**src/rtl/col_pe.sv**
```systemverilog
// col_pe: vertical 7-tap stage of the separable 7x7 convolution with six line buffers.
// Define COL_PE_ROUND_EN to round half up before normalisation (default: truncate).
module col_pe #(
  parameter int DATA_W = 8,
  parameter int MAX_W  = 64,
  parameter logic signed [4:0] WEIGHT_0 = 5'sd1,
  parameter logic signed [4:0] WEIGHT_1 = -5'sd2,
  parameter logic signed [4:0] WEIGHT_2 = 5'sd3,
  parameter logic signed [4:0] WEIGHT_3 = -5'sd4,
  parameter logic signed [4:0] WEIGHT_4 = 5'sd5,
  parameter logic signed [4:0] WEIGHT_5 = -5'sd6,
  parameter logic signed [4:0] WEIGHT_6 = 5'sd7
) (
  input  logic              i_clk,
  input  logic              i_rst,
  input  logic              i_vld,
  input  logic              i_eor,
  input  logic              i_eof,
  input  logic [DATA_W-1:0] i_data,
  output logic              o_rdy,
  input  logic              i_rdy,
  output logic              o_vld,
  output logic              o_eor,
  output logic              o_eof,
  output logic [DATA_W-1:0] o_data,
  output logic              o_err
);

  localparam int COL_W = $clog2(MAX_W);
  localparam int WID_W = COL_W + 1;
  localparam int ACC_W = 19;
  localparam int NTAP  = 7;
  localparam int NROW  = 6;
  localparam int WSUM  = int'(WEIGHT_0) + int'(WEIGHT_1) + int'(WEIGHT_2) + int'(WEIGHT_3)
                       + int'(WEIGHT_4) + int'(WEIGHT_5) + int'(WEIGHT_6);
  localparam int NORM_SUM   = (WSUM < 0) ? -WSUM : WSUM;
  localparam int NORM_COEFF = (NORM_SUM > 0) ? $clog2(NORM_SUM) : 0;
  localparam logic [DATA_W-1:0] PIX_MAX = '1;
  localparam logic [COL_W-1:0]  COL_LAST = COL_W'(MAX_W - 1);

`ifdef COL_PE_ROUND_EN
  function automatic logic signed [ACC_W-1:0] rnd_ofs(input int coeff);
    if (coeff > 0) rnd_ofs = 19'sd1 <<< (coeff - 1);
    else rnd_ofs = 19'sd0;
  endfunction
  localparam logic signed [ACC_W-1:0] RND_OFS = rnd_ofs(NORM_COEFF);
`else
  localparam logic signed [ACC_W-1:0] RND_OFS = 19'sd0;
`endif

  function automatic logic signed [ACC_W-1:0] tap_w(input int k);
    case (k)
      0: tap_w = ACC_W'(WEIGHT_0);
      1: tap_w = ACC_W'(WEIGHT_1);
      2: tap_w = ACC_W'(WEIGHT_2);
      3: tap_w = ACC_W'(WEIGHT_3);
      4: tap_w = ACC_W'(WEIGHT_4);
      5: tap_w = ACC_W'(WEIGHT_5);
      6: tap_w = ACC_W'(WEIGHT_6);
      default: tap_w = 19'sd0;
    endcase
  endfunction

  logic [DATA_W-1:0] lb_q [NROW][MAX_W];
  logic [COL_W-1:0]  col_q;
  logic [2:0]        rows_q;
  logic [WID_W-1:0]  width_q;
  logic              err_q;

  logic [DATA_W-1:0]        s1_pix_q [NTAP];
  logic                     s1_vld_q, s1_eor_q, s1_eof_q;
  logic signed [ACC_W-1:0]  s2_sum_q;
  logic                     s2_vld_q, s2_eor_q, s2_eof_q;
  logic [DATA_W-1:0]        out_data_q;
  logic                     out_vld_q, out_eor_q, out_eof_q;

  logic                     pipe_en_s, accept_s, stream_s;
  logic                     row_end_s, forced_s, eof_s, mismatch_s;
  logic [WID_W-1:0]         col_plus1_s;
  logic signed [ACC_W-1:0]  sum_s, norm_s;
  logic [DATA_W-1:0]        clamp_s;

  assign pipe_en_s   = !out_vld_q || i_rdy;
  assign o_rdy       = pipe_en_s && !i_rst;
  assign accept_s    = i_vld && o_rdy;
  assign stream_s    = (rows_q == 3'd6);
  assign forced_s    = !i_eor && (col_q == COL_LAST);
  assign row_end_s   = i_eor || (col_q == COL_LAST);
  assign eof_s       = i_eor && i_eof;
  assign col_plus1_s = {1'b0, col_q} + {{COL_W{1'b0}}, 1'b1};
  assign mismatch_s  = (width_q != '0) && (col_plus1_s != width_q);

  // Line buffers shift one row down at the accepted column; contents survive reset.
  always_ff @(posedge i_clk) begin
    if (accept_s) begin
      lb_q[0][col_q] <= i_data;
      for (int k = 1; k < NROW; k++) lb_q[k][col_q] <= lb_q[k-1][col_q];
    end
  end

  // Column, row, width and sticky error tracking; all change only on accept.
  always_ff @(posedge i_clk) begin
    if (i_rst) begin
      col_q   <= '0;
      rows_q  <= 3'd0;
      width_q <= '0;
      err_q   <= 1'b0;
    end else if (accept_s) begin
      if (row_end_s) begin
        col_q <= '0;
        if (forced_s || mismatch_s) err_q <= 1'b1;
        if (eof_s) begin
          rows_q  <= 3'd0;
          width_q <= '0;
        end else begin
          if (rows_q != 3'd6) rows_q <= rows_q + 3'd1;
          if (width_q == '0) width_q <= col_plus1_s;
        end
      end else begin
        col_q <= col_q + {{(COL_W-1){1'b0}}, 1'b1};
      end
    end
  end

  // Seven-tap dot product of the registered column vector.
  always_comb begin
    sum_s = 19'sd0;
    for (int k = 0; k < NTAP; k++) begin
      sum_s = sum_s + $signed(ACC_W'(s1_pix_q[k])) * tap_w(k);
    end
  end

  // Normalise and clamp the registered sum to the pixel range.
  always_comb begin
    norm_s = (s2_sum_q + RND_OFS) >>> NORM_COEFF;
    if (norm_s[ACC_W-1]) begin
      clamp_s = '0;
    end else if (norm_s > $signed({{(ACC_W-DATA_W){1'b0}}, PIX_MAX})) begin
      clamp_s = PIX_MAX;
    end else begin
      clamp_s = norm_s[DATA_W-1:0];
    end
  end

  // Three-stage pipeline; the whole pipe freezes while the output is stalled.
  always_ff @(posedge i_clk) begin
    if (i_rst) begin
      for (int k = 0; k < NTAP; k++) s1_pix_q[k] <= '0;
      s1_vld_q   <= 1'b0;
      s1_eor_q   <= 1'b0;
      s1_eof_q   <= 1'b0;
      s2_sum_q   <= 19'sd0;
      s2_vld_q   <= 1'b0;
      s2_eor_q   <= 1'b0;
      s2_eof_q   <= 1'b0;
      out_data_q <= '0;
      out_vld_q  <= 1'b0;
      out_eor_q  <= 1'b0;
      out_eof_q  <= 1'b0;
    end else if (pipe_en_s) begin
      s1_pix_q[0] <= i_data;
      for (int k = 1; k < NTAP; k++) s1_pix_q[k] <= lb_q[k-1][col_q];
      s1_vld_q   <= accept_s && stream_s;
      s1_eor_q   <= accept_s && stream_s && row_end_s;
      s1_eof_q   <= accept_s && stream_s && eof_s;
      s2_sum_q   <= sum_s;
      s2_vld_q   <= s1_vld_q;
      s2_eor_q   <= s1_eor_q;
      s2_eof_q   <= s1_eof_q;
      out_data_q <= clamp_s;
      out_vld_q  <= s2_vld_q;
      out_eor_q  <= s2_eor_q;
      out_eof_q  <= s2_eof_q;
    end
  end

  assign o_vld  = out_vld_q;
  assign o_eor  = out_eor_q;
  assign o_eof  = out_eof_q;
  assign o_data = out_data_q;
  assign o_err  = err_q;

endmodule

```
**config.mk**
```make
export PLATFORM = sky130hd
export DESIGN_NAME = col_pe
export DESIGN_NICKNAME = d
export VERILOG_FILES = /design/src/rtl/col_pe.sv
export SDC_FILE = /design/constraint.sdc
export NUM_CORES = 2
export LEC_CHECK = 0
export CAP_MARGIN = 20
export CORE_ASPECT_RATIO = 0.5
export CORE_MARGIN = 8
export CORE_UTILIZATION = 56
export CTS_CLUSTER_DIAMETER = 120
export CTS_CLUSTER_SIZE = 28
export DETAILED_ROUTE_END_ITERATION = 8
export MAX_ROUTING_LAYER = met4
export PLACE_DENSITY = 0.75
export SYNTH_ARGS = -nofsm -noshare
export SYNTH_HDL_FRONTEND = slang
export SYNTH_SLANG_ARGS = --single-unit
```
**constraint.sdc**
```tcl
create_clock -name i_clk -period 13.66 [get_ports i_clk]
set_clock_uncertainty 0.05 [all_clocks]
set_input_delay 3.415 -clock i_clk [delete_from_list [all_inputs] [get_ports i_clk]]
set_output_delay 3.415 -clock i_clk [all_outputs]
set_load 0.02 [all_outputs]
```
## Yosys cells after proc, flatten, opt, wreduce, memory -nomap -nowiden

Memory sizes are Yosys's and may differ from the RTL's.
Cells that the tools add are included.

- Bits of input ports: 14
- Word-level logic and storage cells: 110
- RAM bits: 3,128
- Register bits: 53
- Memories kept: 2
- Output and inout bits: 13

Memories:

| name | depth | width | read ports | clocked after Yosys merged registers in | wr ports | line | text |
|---|---|---|---|---|---|---|---|
| lb_q | 6 | 512 | 6 | 0 | 6 | 64 | `logic [DATA_W-1:0] lb_q [NROW][MAX_W];` |
| s1_pix_q | 7 | 8 | 7 | 0 | 7 | 70 | `logic [DATA_W-1:0] s1_pix_q [NTAP];` |

- $mul: 4
- Mux-type cells: 41
- Equal/unequal tests: 4
- Reduce and logical (&&, ||, !) cells: 22
- Add/sub/neg operators: 11
- Bitwise operators: 8
- Order comparisons: 3

Operators with widths:

| cell | count |
|---|---|
| $mux 512 | 1 |
| $bmux 8 s6 | 6 |
| $mux 8 | 22 |
| $demux 8 s6 | 1 |
| $add 19x12->19 | 2 |
| $mul 8x3->11 const B | 2 |
| $add 19x11->19 | 1 |
| $add 19x13->19 | 1 |
| $add 19x19->19 | 1 |
| $add 9x19->19 | 1 |
| $neg 8->18 | 1 |
| $gt 17x9->1 const B | 1 |
| $neg 8->17 | 1 |
| $mux 7 | 2 |
| $mul 9x3->12 const B | 1 |
| $mul 8x2->10 const B | 1 |
| $logic_and 1x1->1 | 9 |
| $reduce_and 3->1 | 3 |
| $add 6x1->7 const B | 1 |
| $ge 7x7->1 const B | 1 |
| $logic_not 7->1 | 1 |
| $lt 7x1->1 const B | 1 |
| $ne 7x7->1 | 1 |
| $not 6->7 | 1 |
| other kinds (13) | 30 |

## Depth between registers and ports, before layout

An unclocked memory read counts as a cell.

- Word-level depth: 8
- Depth in mapped cells: 22
- Depth with buffers taken out: 22

## Worst setup path before layout

No wires, ideal clock.

- Kind: input to output
- From: input port i_rst
- To: output port o_rdy
- Buffers on the path: 1
- Path slack: 6.059 ns
- Arrival: 4.136 ns
- Required time: 10.195 ns
- Stages on the path: 4
- Path through: inv_1 -> nand2_1 -> inv_1 -> clkbuf_1

- Word-level cells in the longest chain between the ends: 2

RTL lines:

| what | line | text |
|---|---|---|
| start: declaration | 15 | `input logic i_rst,` |
| $logic_not 1->1 | 84 | `assign o_rdy = pipe_en_s && !i_rst;` |
| $logic_and 1x1->1 | 84 |  |
| end: declaration | 20 | `output logic o_rdy,` |

Every way passes these cells.

## Worst setup path in the final report

Ends and elaborated chain as after synthesis.

==> results.cfg <==
[status]
status = finished, violations left
violations = DRC, slew limit

[floorplan]
initial_core_util_pct = 56.15
coreArea_um2 = 224100
die-area_um2 = 241000
rows = 123
die_y_um = 351.2
die_w_um = 686.4
ios = 27

[clock_network]
cts_resized = 0
htreeDepth = 4
cts_tree = built
path_clk_slew_ps = 120
cts-buffers-inserted = 139
cts.sinks = 3179
cts_setup_buffers = 0
postCtsHoldBufs = 0
clk_root_buffer_cell = clkbuf_16
clk_path_buf_depth = 4
clock_latency_ps = 890

[drt]
ant_nets = 0
vias = 74360
viasPerCell = 7.470
drt_pre_antenna_iters = 9
wl_per_cell_um = 41.30
post-route-drc-count = 4
drt_iter0_drc = 15860
wirelength_um = 411100

[pwr]
p_int_mw = 13.63
power_density_nw_per_um2 = 133.9
comb_power_share_pct = 12.8
ir_drop_v = 0.0002042
p_switching_mw = 4.394
p_seq_share_pct = 60.3
p_clk_share_pct = 26.8
switching_share_pct = 24.38
power_leakage_nw = 41.18

[worst_setup_path]
rr_worst_depth = 12
worst-endpoint-arrival_ps = 6010
cp_max_fo = 40
regToRegEndpoint = lb_q[2][64]
r2r_start = col_q[0]
cp-end-kind = output port
r2r_slack_ps = 6650
path_class = in -> out
worst_setup_path_start_kind = primary input
worstPathRequired_ps = 10190

[min_path]
hold_path_class = reg -> reg
worstHoldStart = s1_eof_q
min_path_cells = 2
worstHoldEndpoint = s1_eof_q

[timing]
worst_pin_slew_ps = 1740
relSlewSlack_pct = -15.98
final-max-slew-violation-count = 5
hold_viol_final = 0
final.setup.tns_ps = 0
min_period_ps = 9474
max_freq_mhz = 105.6
rsz0062_at_grt = false
finalCritPeriodShare_pct = 69.36
setup_viol = 0

[grt]
antenna_found_initial = 37
grt_pass1_wl_um = 556600
gr-total-overflow = 0
grt_use_total_pct = 34.37
first_global_vias = 68420
grt_max_degree = 109

[synth]
synth.ff_latch_count = 3179
synthesis.area_um2 = 125800
ys_async_sr_fraction_pct = 0
ys_types = 80
synth-edff-count = 3128
synth.yosys.seq_area_share_pct = 75.46
synth_nets = 7078
ys.flop_type = edfxtp_1
syn_area_per_cell_um2 = 18.23
synth-warning-count = 0
syn-instance-count = 6903

[placed_design]
finalWeightedCongestion = 0.9767
place_hpwl_um = 241800
port_buffers = 26

[finish]
layout_commonest_cell = edfxtp_1
layout_common_cells = edfxtp_1 (3128), a221oi_1 (343), mux2i_1 (315)
synthToLayoutAreaGrowth_pct = 6.969
utilization_pct = 60.07
finalNetCount = 7071
layout-drive-gt1-share_pct = 15.48

[run]
cap_violations = 0
==> routing by layer <==
metal / wire length [µm] / GRT usage [%] / share of wire, % / vias to the layer above
met1: 134800 / 43.06 / 33 / 37270
li1: - / - / - / 28150
met3: 83830 / 17.92 / 20 / 1356
met2: 167800 / 46.21 / 41 / 7590
met5: 0 / - / 0 / -
met4: 24700 / 15.78 / 6.0 / 0
==> cells in the mapped netlist (10+ instances only) <==
| cell type | instances | area, µm² |
|---|---|---|
| a211oi_1 | 33 | 247.7 |
| a21o_1 | 17 | 127.6 |
| a21oi_1 | 183 | 915.9 |
| a221o_1 | 65 | 650.6 |
| a221oi_1 | 343 | 3004 |
| a222oi_1 | 24 | 240.2 |
| a22o_1 | 51 | 446.7 |
| a22oi_1 | 219 | 1644 |
| a31oi_1 | 38 | 237.7 |
| and2_1 | 20 | 125.1 |
| and3_1 | 23 | 143.9 |
| and3b_1 | 12 | 105.1 |
| buf_1 | 47 | 176.4 |
| buf_2 | 188 | 940.9 |
| buf_4 | 64 | 480.5 |
| clkbuf_1 | 151 | 566.8 |
| dfxtp_1 | 51 | 1021 |
| edfxtp_1 | 3128 | 93930 |
| fa_1 | 65 | 1301 |
| ha_1 | 96 | 1201 |
| inv_1 | 100 | 375.4 |
| mux2_2 | 250 | 2815 |
| mux2i_1 | 315 | 3153 |
| mux4_2 | 237 | 5338 |
| nand2_1 | 222 | 833.3 |
| nand2b_1 | 20 | 125.1 |
| nand3_1 | 47 | 235.2 |
| nand3b_1 | 10 | 75.07 |
| nand4_1 | 20 | 125.1 |
| nor2_1 | 226 | 848.3 |
| nor2b_1 | 14 | 87.58 |
| nor3_1 | 20 | 100.1 |
| nor3b_1 | 10 | 75.07 |
| o211ai_1 | 17 | 127.6 |
| o21a_1 | 12 | 90.09 |
| o21ai_0 | 173 | 865.8 |
| o221ai_1 | 21 | 183.9 |
| o22a_1 | 19 | 166.4 |
| o22ai_1 | 143 | 894.6 |
| o2bb2ai_1 | 30 | 262.8 |
| xnor2_1 | 33 | 289.0 |
| xor2_1 | 22 | 192.7 |
==> through the flow <==
stage | hold slack (ps) | power, mW | cells | cell area [µm²] | setup slack, ps
after floorplan | 372.7 | 12.68 | 6903 | 125800 | 6059
after detailed placement | 390.7 | 13.37 | 9738 | 130600 | 4283
after CTS | 419.9 | 17.94 | 9901 | 134300 | 4273
final | 411.7 | 18.02 | 9955 | 134600 | 4186
after global routing | 434.6 | 18.52 | 9942 | 134600 | 4176
after global placement | 385.8 | 13.34 | 9737 | 130600 | 4280
==> power by group through the flow <==
stage	Clock, mW	Sequential (mW)	Combinational, mW
after floorplan	0	11.1	1.58
after global placement	0	11.1	2.24
after detailed placement	0	11.1	2.27
after CTS	4.78	10.9	2.29
after global routing	5.09	10.9	2.56
final	4.83	10.9	2.31
==> sequential cells by signal (all words and copies together), names as in the netlist, 3 cells and up <==
signal and count:
lb_q 3072, col_q 6, width_q 7, s2_sum_q 17, rows_q 3, s1_pix_q 56
o_data 8
==> how the worst max path moves through the flow <==
| stage | from | end | slack, ps | cells past startpoint |
|---|---|---|---|---|
| 4_1_cts | i_rst | o_rdy | 4270 | 7 |
| 2_1_floorplan | i_rst | o_rdy | 6060 | 4 |
| 5_1_grt | i_rst | o_rdy | 4180 | 7 |
| 3_5_place_dp | i_rst | o_rdy | 4280 | 7 |
| 6_report | i_rst | o_rdy | 4190 | 7 |
| 3_3_place_gp | i_rst | o_rdy | 4280 | 7 |
==> kinds of logic after synthesis <==
logic type / after synthesis / synth area share (%)
DFF: 3179 / 75.46
buffers and inverters: 556 / 2.066
adders and majority gates: 161 / 1.989
and+or+nand+nor: 689 / 2.558
muxes: 802 / 8.985
AOI/OAI and AO/OA: 1461 / 8.556
xor gates and xnor gates: 55 / 0.3828
==> worst max-delay path, cell delays in order <==
cell	delay (ps)
clkdlybuf4s50_1	470
buf_4	310
inv_1	330
nand2_2	120
buf_4	570
inv_1	190
clkdlybuf4s50_1	580
==> cell type report <==
type	instances	area, µm²
antenna	37	92.59
inverter	101	399.1
multi-input combinational	3168	29100
fill	15700	89480
sequential	3179	94960
clock buffer	159	3681
timing repair buffer	307	2567
clock inverter	4	33.78
tap	3000	3754
(Power assumes the default switching activity.)
